File: src/rtl/ibex_cc_pkg.sv
// Shared X-interface constants, request/response payload types and writeback FSM states.
package ibex_cc_pkg;

    localparam int unsigned XInterfaceNumRsp          = 2;
    localparam int unsigned XInterfaceMaxOutstanding  = 4;
    localparam bit          XInterfaceTernaryOps      = 1'b0;
    localparam bit          XInterfaceDualWriteback   = 1'b0;
    localparam int unsigned XifIdW                    = $clog2(XInterfaceMaxOutstanding);

    typedef struct packed {
        logic [31:0]      instr;
        logic [2:0][31:0] rs;
        logic [XifIdW-1:0] id;
    } xif_req_t;

    typedef struct packed {
        logic [XifIdW-1:0] id;
        logic              dual;
        logic [1:0][4:0]   rd;
        logic [1:0][31:0]  data;
    } xif_rsp_t;

    typedef enum logic [1:0] {
        WB_IDLE,
        WB_FIRST,
        WB_SECOND
    } wb_state_e;

endpackage

File: src/rtl/ibex_xif_rr_arb.sv
// N-way round-robin arbiter: one-hot grant over valid, priority moves past the winner on ack.
module ibex_xif_rr_arb #(
    parameter int unsigned N = 2
) (
    input  logic         clk,
    input  logic         rst_n,
    input  logic [N-1:0] valid,
    input  logic         ack,
    output logic [N-1:0] grant
);

    localparam int unsigned PtrW = (N > 1) ? $clog2(N) : 1;

    logic [PtrW-1:0] ptr;
    logic [PtrW-1:0] gidx;
    logic [PtrW-1:0] cand;

    // Walk from lowest to highest priority so the last hit (closest to ptr) wins.
    always_comb begin
        grant = '0;
        gidx  = ptr;
        cand  = ptr;
        for (int i = int'(N) - 1; i >= 0; i--) begin
            cand = PtrW'((int'(ptr) + i) % int'(N));
            if (valid[cand]) begin
                grant       = '0;
                grant[cand] = 1'b1;
                gidx        = cand;
            end
        end
    end

    always_ff @(posedge clk or negedge rst_n) begin
        if (!rst_n) begin
            ptr <= '0;
        end else if (ack) begin
            ptr <= (int'(gidx) == int'(N) - 1) ? '0 : gidx + 1'b1;
        end
    end

endmodule

File: src/rtl/ibex_xif_offload_ctrl.sv
// Offload controller: tags core requests with IDs, bounds in-flight count, accepts
// out-of-order accelerator responses round-robin and serialises them onto one writeback port.
module ibex_xif_offload_ctrl
    import ibex_cc_pkg::*;
#(
    parameter int unsigned NumRsp         = XInterfaceNumRsp,
    parameter int unsigned MaxOutstanding = XInterfaceMaxOutstanding,
    parameter bit          TernaryOps     = XInterfaceTernaryOps,
    parameter bit          DualWriteback  = XInterfaceDualWriteback,
    localparam int unsigned IdW           = $clog2(MaxOutstanding)
) (
    input  logic                           clk_i,
    input  logic                           rst_ni,
    input  logic                           off_valid_i,
    output logic                           off_ready_o,
    input  logic [31:0]                    off_instr_i,
    input  logic [2:0][31:0]               off_rs_i,
    output logic                           q_valid_o,
    input  logic                           q_ready_i,
    output logic [31:0]                    q_instr_o,
    output logic [2:0][31:0]               q_rs_o,
    output logic [IdW-1:0]                 q_id_o,
    input  logic [NumRsp-1:0]              p_valid_i,
    output logic [NumRsp-1:0]              p_ready_o,
    input  logic [NumRsp-1:0][IdW-1:0]     p_id_i,
    input  logic [NumRsp-1:0]              p_dual_i,
    input  logic [NumRsp-1:0][1:0][4:0]    p_rd_i,
    input  logic [NumRsp-1:0][1:0][31:0]   p_data_i,
    output logic                           wb_valid_o,
    input  logic                           wb_ready_i,
    output logic [4:0]                     wb_rd_o,
    output logic [31:0]                    wb_data_o,
    output logic [IdW:0]                   outstanding_o,
    output logic                           err_o
);

    localparam logic [IdW:0] MaxCnt = MaxOutstanding[IdW:0];

    xif_req_t                  req_q;
    xif_rsp_t                  rsp_sel;
    wb_state_e                 wb_state;
    logic                      run_q;
    logic                      req_full;
    logic [MaxOutstanding-1:0] bitmap;
    logic [MaxOutstanding-1:0] bm_nxt;
    logic                      dual_q;
    logic [1:0][4:0]           rd_q;
    logic [1:0][31:0]          data_q;
    logic [NumRsp-1:0]         grant;
    logic                      q_hs;
    logic                      off_hs;
    logic                      acc;
    logic                      id_ok;
    logic                      rsp_retire;
    logic                      wb_sel;
    logic                      wb_step;
    logic                      wb_free;

    // The ID counter lives in the request register's id field.
    assign q_valid_o   = req_full && (outstanding_o != MaxCnt);
    assign q_hs        = q_valid_o && q_ready_i;
    assign off_ready_o = run_q && (!req_full || q_hs);
    assign off_hs      = off_valid_i && off_ready_o;
    assign q_instr_o   = req_q.instr;
    assign q_rs_o      = req_q.rs;
    assign q_id_o      = IdW'(req_q.id);

    assign wb_sel     = (wb_state == WB_SECOND);
    assign wb_rd_o    = rd_q[wb_sel];
    assign wb_data_o  = data_q[wb_sel];
    assign wb_valid_o = (wb_state != WB_IDLE) && (wb_rd_o != '0);
    assign wb_step    = (wb_state != WB_IDLE) && ((wb_rd_o == '0) || wb_ready_i);
    assign wb_free    = (wb_state == WB_IDLE) || (wb_step && (wb_sel || !dual_q));

    ibex_xif_rr_arb #(.N(NumRsp)) u_arb (
        .clk   (clk_i),
        .rst_n (rst_ni),
        .valid (p_valid_i),
        .ack   (acc),
        .grant (grant)
    );

    assign p_ready_o = (run_q && wb_free) ? grant : '0;
    assign acc       = |p_ready_o;

    always_comb begin
        rsp_sel = '0;
        for (int i = 0; i < int'(NumRsp); i++) begin
            if (grant[i]) begin
                rsp_sel.id   = XifIdW'(p_id_i[i]);
                rsp_sel.dual = DualWriteback && p_dual_i[i];
                rsp_sel.rd   = p_rd_i[i];
                rsp_sel.data = p_data_i[i];
            end
        end
    end

    assign id_ok      = bitmap[rsp_sel.id];
    assign rsp_retire = acc && id_ok;

    // Clear after set: a same-ID retire only happens when the bit was already set.
    always_comb begin
        bm_nxt = bitmap;
        if (q_hs)       bm_nxt[req_q.id]   = 1'b1;
        if (rsp_retire) bm_nxt[rsp_sel.id] = 1'b0;
    end

    always_ff @(posedge clk_i or negedge rst_ni) begin
        if (!rst_ni) begin
            run_q         <= 1'b0;
            req_full      <= 1'b0;
            req_q         <= '0;
            bitmap        <= '0;
            outstanding_o <= '0;
            err_o         <= 1'b0;
            wb_state      <= WB_IDLE;
            dual_q        <= 1'b0;
            rd_q          <= '0;
            data_q        <= '0;
        end else begin
            run_q <= 1'b1;
            if (off_hs) begin
                req_q.instr <= off_instr_i;
                req_q.rs[0] <= off_rs_i[0];
                req_q.rs[1] <= off_rs_i[1];
                req_q.rs[2] <= TernaryOps ? off_rs_i[2] : '0;
                req_full    <= 1'b1;
            end else if (q_hs) begin
                req_full <= 1'b0;
            end
            if (q_hs) req_q.id <= req_q.id + 1'b1;
            bitmap <= bm_nxt;
            case ({q_hs, rsp_retire})
                2'b10:   outstanding_o <= outstanding_o + 1'b1;
                2'b01:   outstanding_o <= outstanding_o - 1'b1;
                default: outstanding_o <= outstanding_o;
            endcase
            err_o <= acc && !id_ok;
            if (wb_step) wb_state <= (!wb_sel && dual_q) ? WB_SECOND : WB_IDLE;
            if (rsp_retire) begin
                wb_state <= WB_FIRST;
                dual_q   <= rsp_sel.dual;
                rd_q     <= rsp_sel.rd;
                data_q   <= rsp_sel.data;
            end
        end
    end

endmodule

File: config.mk
export PLATFORM = sky130hd
export DESIGN_NAME = ibex_xif_offload_ctrl
export DESIGN_NICKNAME = d
export VERILOG_FILES = /design/src/rtl/ibex_cc_pkg.sv /design/src/rtl/ibex_xif_rr_arb.sv /design/src/rtl/ibex_xif_offload_ctrl.sv
export SDC_FILE = /design/constraint.sdc
export NUM_CORES = 1
export LEC_CHECK = 0
export ABC_CLOCK_PERIOD_IN_PS = 4600
export CORE_AREA = 2 2 180 182
export DETAILED_ROUTE_END_ITERATION = 10
export DIE_AREA = 0 0 182 184
export MAX_ROUTING_LAYER = met4
export PLACE_DENSITY = 0.5
export SYNTH_ARGS = -nofsm -noshare
export SYNTH_HDL_FRONTEND = slang
export SYNTH_SLANG_ARGS = --single-unit
File: constraint.sdc
create_clock -name clk_i -period 4.6 [get_ports clk_i]
set_input_delay 0.46 -clock clk_i [delete_from_list [all_inputs] [get_ports clk_i]]
set_output_delay 0.46 -clock clk_i [all_outputs]
set_load 0.01 [all_outputs]
==> out/results.tsv <==
stage	metric	value	unit
status	status	finished with violations	
status	violations	hold timing	
logic_synthesis	syn-instance-count	439	
finish	fin_nets	1059	
clock_tree	postCtsResizedCells	0	
critical_path	worstPathMaxFanout	8	
clock_tree	htreeDepth	4	
critical_path	slowest_delay	0.56	ns
logic_synthesis	synth_edf_count	0	
finish	drive_above_1_share	23.2	%
clock_tree	clk_pin_slew	0.06	ns
floorplan	dieArea	33500	um2
finish	design_area	10500	um2
finish	fillCellCount	3154	
logic_synthesis	ys_types	35	
floorplan	initial_core_util	20.3	%
clock_tree	cts_buffer_depth	2	
critical_path	worstPathCellList	clkdlybuf4s50_1, mux2_2, ha_1, a21o_1, a32oi_2, mux4_2, nand2_2, inv_1, ha_1, fa_1, xnor2_1, nor2_1, xnor2_1	
clock_tree	post_cts_buffers	0	
finish	final_cell_mix	clkdlybuf4s50_1, dfrtp_1, mux2_2	
hold_path	hold_class	input port to asynchronous set/reset pin	
timing	setup_tns	0	ns
critical_path	worst-path-buf-inv	2	
flow_run	drv_cap	0	
clock_tree	cts_hold_buf	0	
critical_path	rr_startpoint	u_arb.ptr$_DFFE_PN0P_	
timing	timing.hold.ws	-0.000774	ns
timing	post-route-period-util	72.0	%
drt	drt_iter0_drc	144	
timing	slew_headroom	31.6	%
clock_tree	clock_latency	0.42	ns
timing	setup_violations	0	
logic_synthesis	ys_warn_count	0	
drt	wl	18.5	mm
timing	clock-skew-final	0.0115	ns
global_route	grt_start_max_net_pins	89	
logic_synthesis	synth.avg_cell_area	14.5	um2
logic_synthesis	synth-main-ff-cell	dfrtp_1	
placement	dp_hpwl	13.7	mm
critical_path	r2r-end	outstanding_o[2]$_DFFE_PN0P_	
global_route	grt_overflow	0	
floorplan	core_area	31400	um2
floorplan	die_h	184	um
pwr	vdd_drop_max	0.214	mV
clock_tree	cts_tree	yes	
drt	route.detailed.drc	0	
drt	vias_per_cell	3.92	
global_route	antenna_found_initial	0	
critical_path	crit_slowest_cell	mux4_2	
logic_synthesis	syn_area	6380	um2
logic_synthesis	async_flop_share	100	%
drt	via_count	4623	
critical_path	critPathKind	input port to flip-flop	
clock_tree	clock-root-buffer	clkbuf_16	
critical_path	critPathCaptureType	flip-flop	
timing	rsz0062_at_grt	no	
critical_path	r2r_cells	12	
timing	worst_pin_slew	1.03	ns
floorplan	rows	65	
timing	slew_violations	0	
timing	setup_slack	1.29	ns
floorplan	chipWidth	182	um
finish	multi_input_area	2430	um2
global_route	track_usage	11.3	%
critical_path	rrSetupSlack	1.37	ns
placement	gp_congestion	0.725	
finish	final_common_cell	clkdlybuf4s50_1	
drt	wl_per_cell	15.7	um
finish	fin_util	33.6	%
logic_synthesis	ys_ff_latch	147	
critical_path	crit_family	multiplexers	
critical_path	worstPathRequired	4.94	ns
floorplan	ios	465	
timing	clock.fmax	302	MHz
placement	portBuffers	324	
finish	num_antenna_cells	0	
placement	dp_slack	0.838	ns
global_route	grt_pass1_vias	4760	
logic_synthesis	synth_top_area_share	57.6	%
critical_path	arrival	3.65	ns
timing	period_needed	3.31	ns
drt	antenna_left	0	
finish	regArea	3680	um2
finish	syn_to_final_growth	65.2	%
placement	place_area	9950	um2
pwr	p_per_area	491	nW/um2
global_route	grt_pass1_wl	27.7	mm
critical_path	critPathLaunchType	input port	
clock_tree	cts_buffers	17	
logic_synthesis	yosysSeqAreaShare	57.6	%
drt	drt-pass1-iter-count	4	
clock_tree	cts_sinks	147	
logic_synthesis	yosysTopAreaCell	dfrtp_1	
timing	hold_viol_final	1	
logic_synthesis	synth_area_leaders	dfrtp_1, mux2_2, a22o_1	
pwr	p_leak	4.55	nW
==> layer usage <==
metal  global-route usage [%]  share of wire, %  wire (um)  up-vias
met5                        -                 0          0        -
met4                     3.77               1.6        297        0
met3                     4.62               9.6       1780       12
met2                     17.6                46       8490      253
met1                     13.4                43       7970     2207
li1                         -                 -          -     2151
==> cell families (layout without fill, tap and decap cells) <==
logic type / Yosys count / in the layout / synth area share, %
DFF: 147 / 147 / 57.6
muxes: 136 / 136 / 24.6
buffers and inverters: 64 / 370 / 6.33
AOI/OAI and AO/OA: 60 / 60 / 7.74
and+or+nand+nor: 19 / 19 / 1.53
adders and majority gates: 7 / 7 / 1.49
xor gates and xnor gates: 4 / 4 / 0.549
other: 2 / 33 / 0.118
==> state kept, by name, summed over array words and instances, names as in the netlist <==
register,count
req_full,1
q_id_o,2
outstanding_o,3
u_arb.ptr,1
q_rs_o,64
data_q,32
run_q,1
wb_state,1
err_o,1
q_instr_o,32
bitmap,4
rd_q,5
==> synthesized netlist by cell type, types with 2 or more instances <==
| master | instances |
|---|---|
| a21oi_1 | 4 |
| a22o_1 | 38 |
| a31oi_1 | 2 |
| a41oi_1 | 2 |
| and2_1 | 5 |
| buf_2 | 8 |
| buf_4 | 37 |
| buf_6 | 2 |
| clkbuf_1 | 7 |
| conb_1 | 2 |
| dfrtp_1 | 147 |
| ha_1 | 6 |
| inv_1 | 8 |
| mux2_2 | 127 |
| mux2_4 | 8 |
| nand2_1 | 6 |
| nor2_1 | 3 |
| nor2b_1 | 2 |
| o21ai_0 | 6 |
| xnor2_1 | 4 |
==> where the power goes <==
group | total (mW) | switching (mW) | internal [mW]
logic | 1.88 | 0.709 | 1.17
clock network | 1.44 | 0.571 | 0.866
registers | 1.86 | 0.184 | 1.67
==> worst max path at each step <==
| stage | start | to | slack [ns] | depth (start not counted) |
|---|---|---|---|---|
| floorplan | u_arb.ptr$_DFFE_PN0P_ | outstanding_o[2]$_DFFE_PN0P_ | 1.23 | 14 |
| global placement | p_valid_i[0] | outstanding_o[2]$_DFFE_PN0P_ | 0.83 | 13 |
| detailed placement | p_valid_i[0] | outstanding_o[2]$_DFFE_PN0P_ | 0.84 | 13 |
| CTS | p_valid_i[0] | p_ready_o[1] | 1.28 | 8 |
| global route | p_valid_i[0] | outstanding_o[2]$_DFFE_PN0P_ | 1.09 | 13 |
| finish | p_valid_i[0] | outstanding_o[2]$_DFFE_PN0P_ | 1.29 | 13 |
==> area by class of cell <==
cell class                      count  share of cell area [%]
Clock buffer                       19                    4.20
Clock inverter                     13                    1.49
Inverter                            9                   0.320
Multi-Input combinational cell    259                    23.0
Sequential cell                   147                    34.9
Tap cell                          402                    4.77
Timing Repair Buffer              329                    31.3
==> through the flow <==
stage | instances | total power, mW | hold slack [ns]
5_1_grt | 1178 | 5.48 | 0.0260
3_3_place_gp | 1146 | 3.78 | 0.475
3_5_place_dp | 1146 | 3.80 | 0.471
4_1_cts | 1178 | 5.29 | 0.0134
6_report | 1178 | 5.18 | -0.000774
2_1_floorplan | 470 | 2.67 | 0.164
No activity file was read; power rests on OpenSTA's default activity.
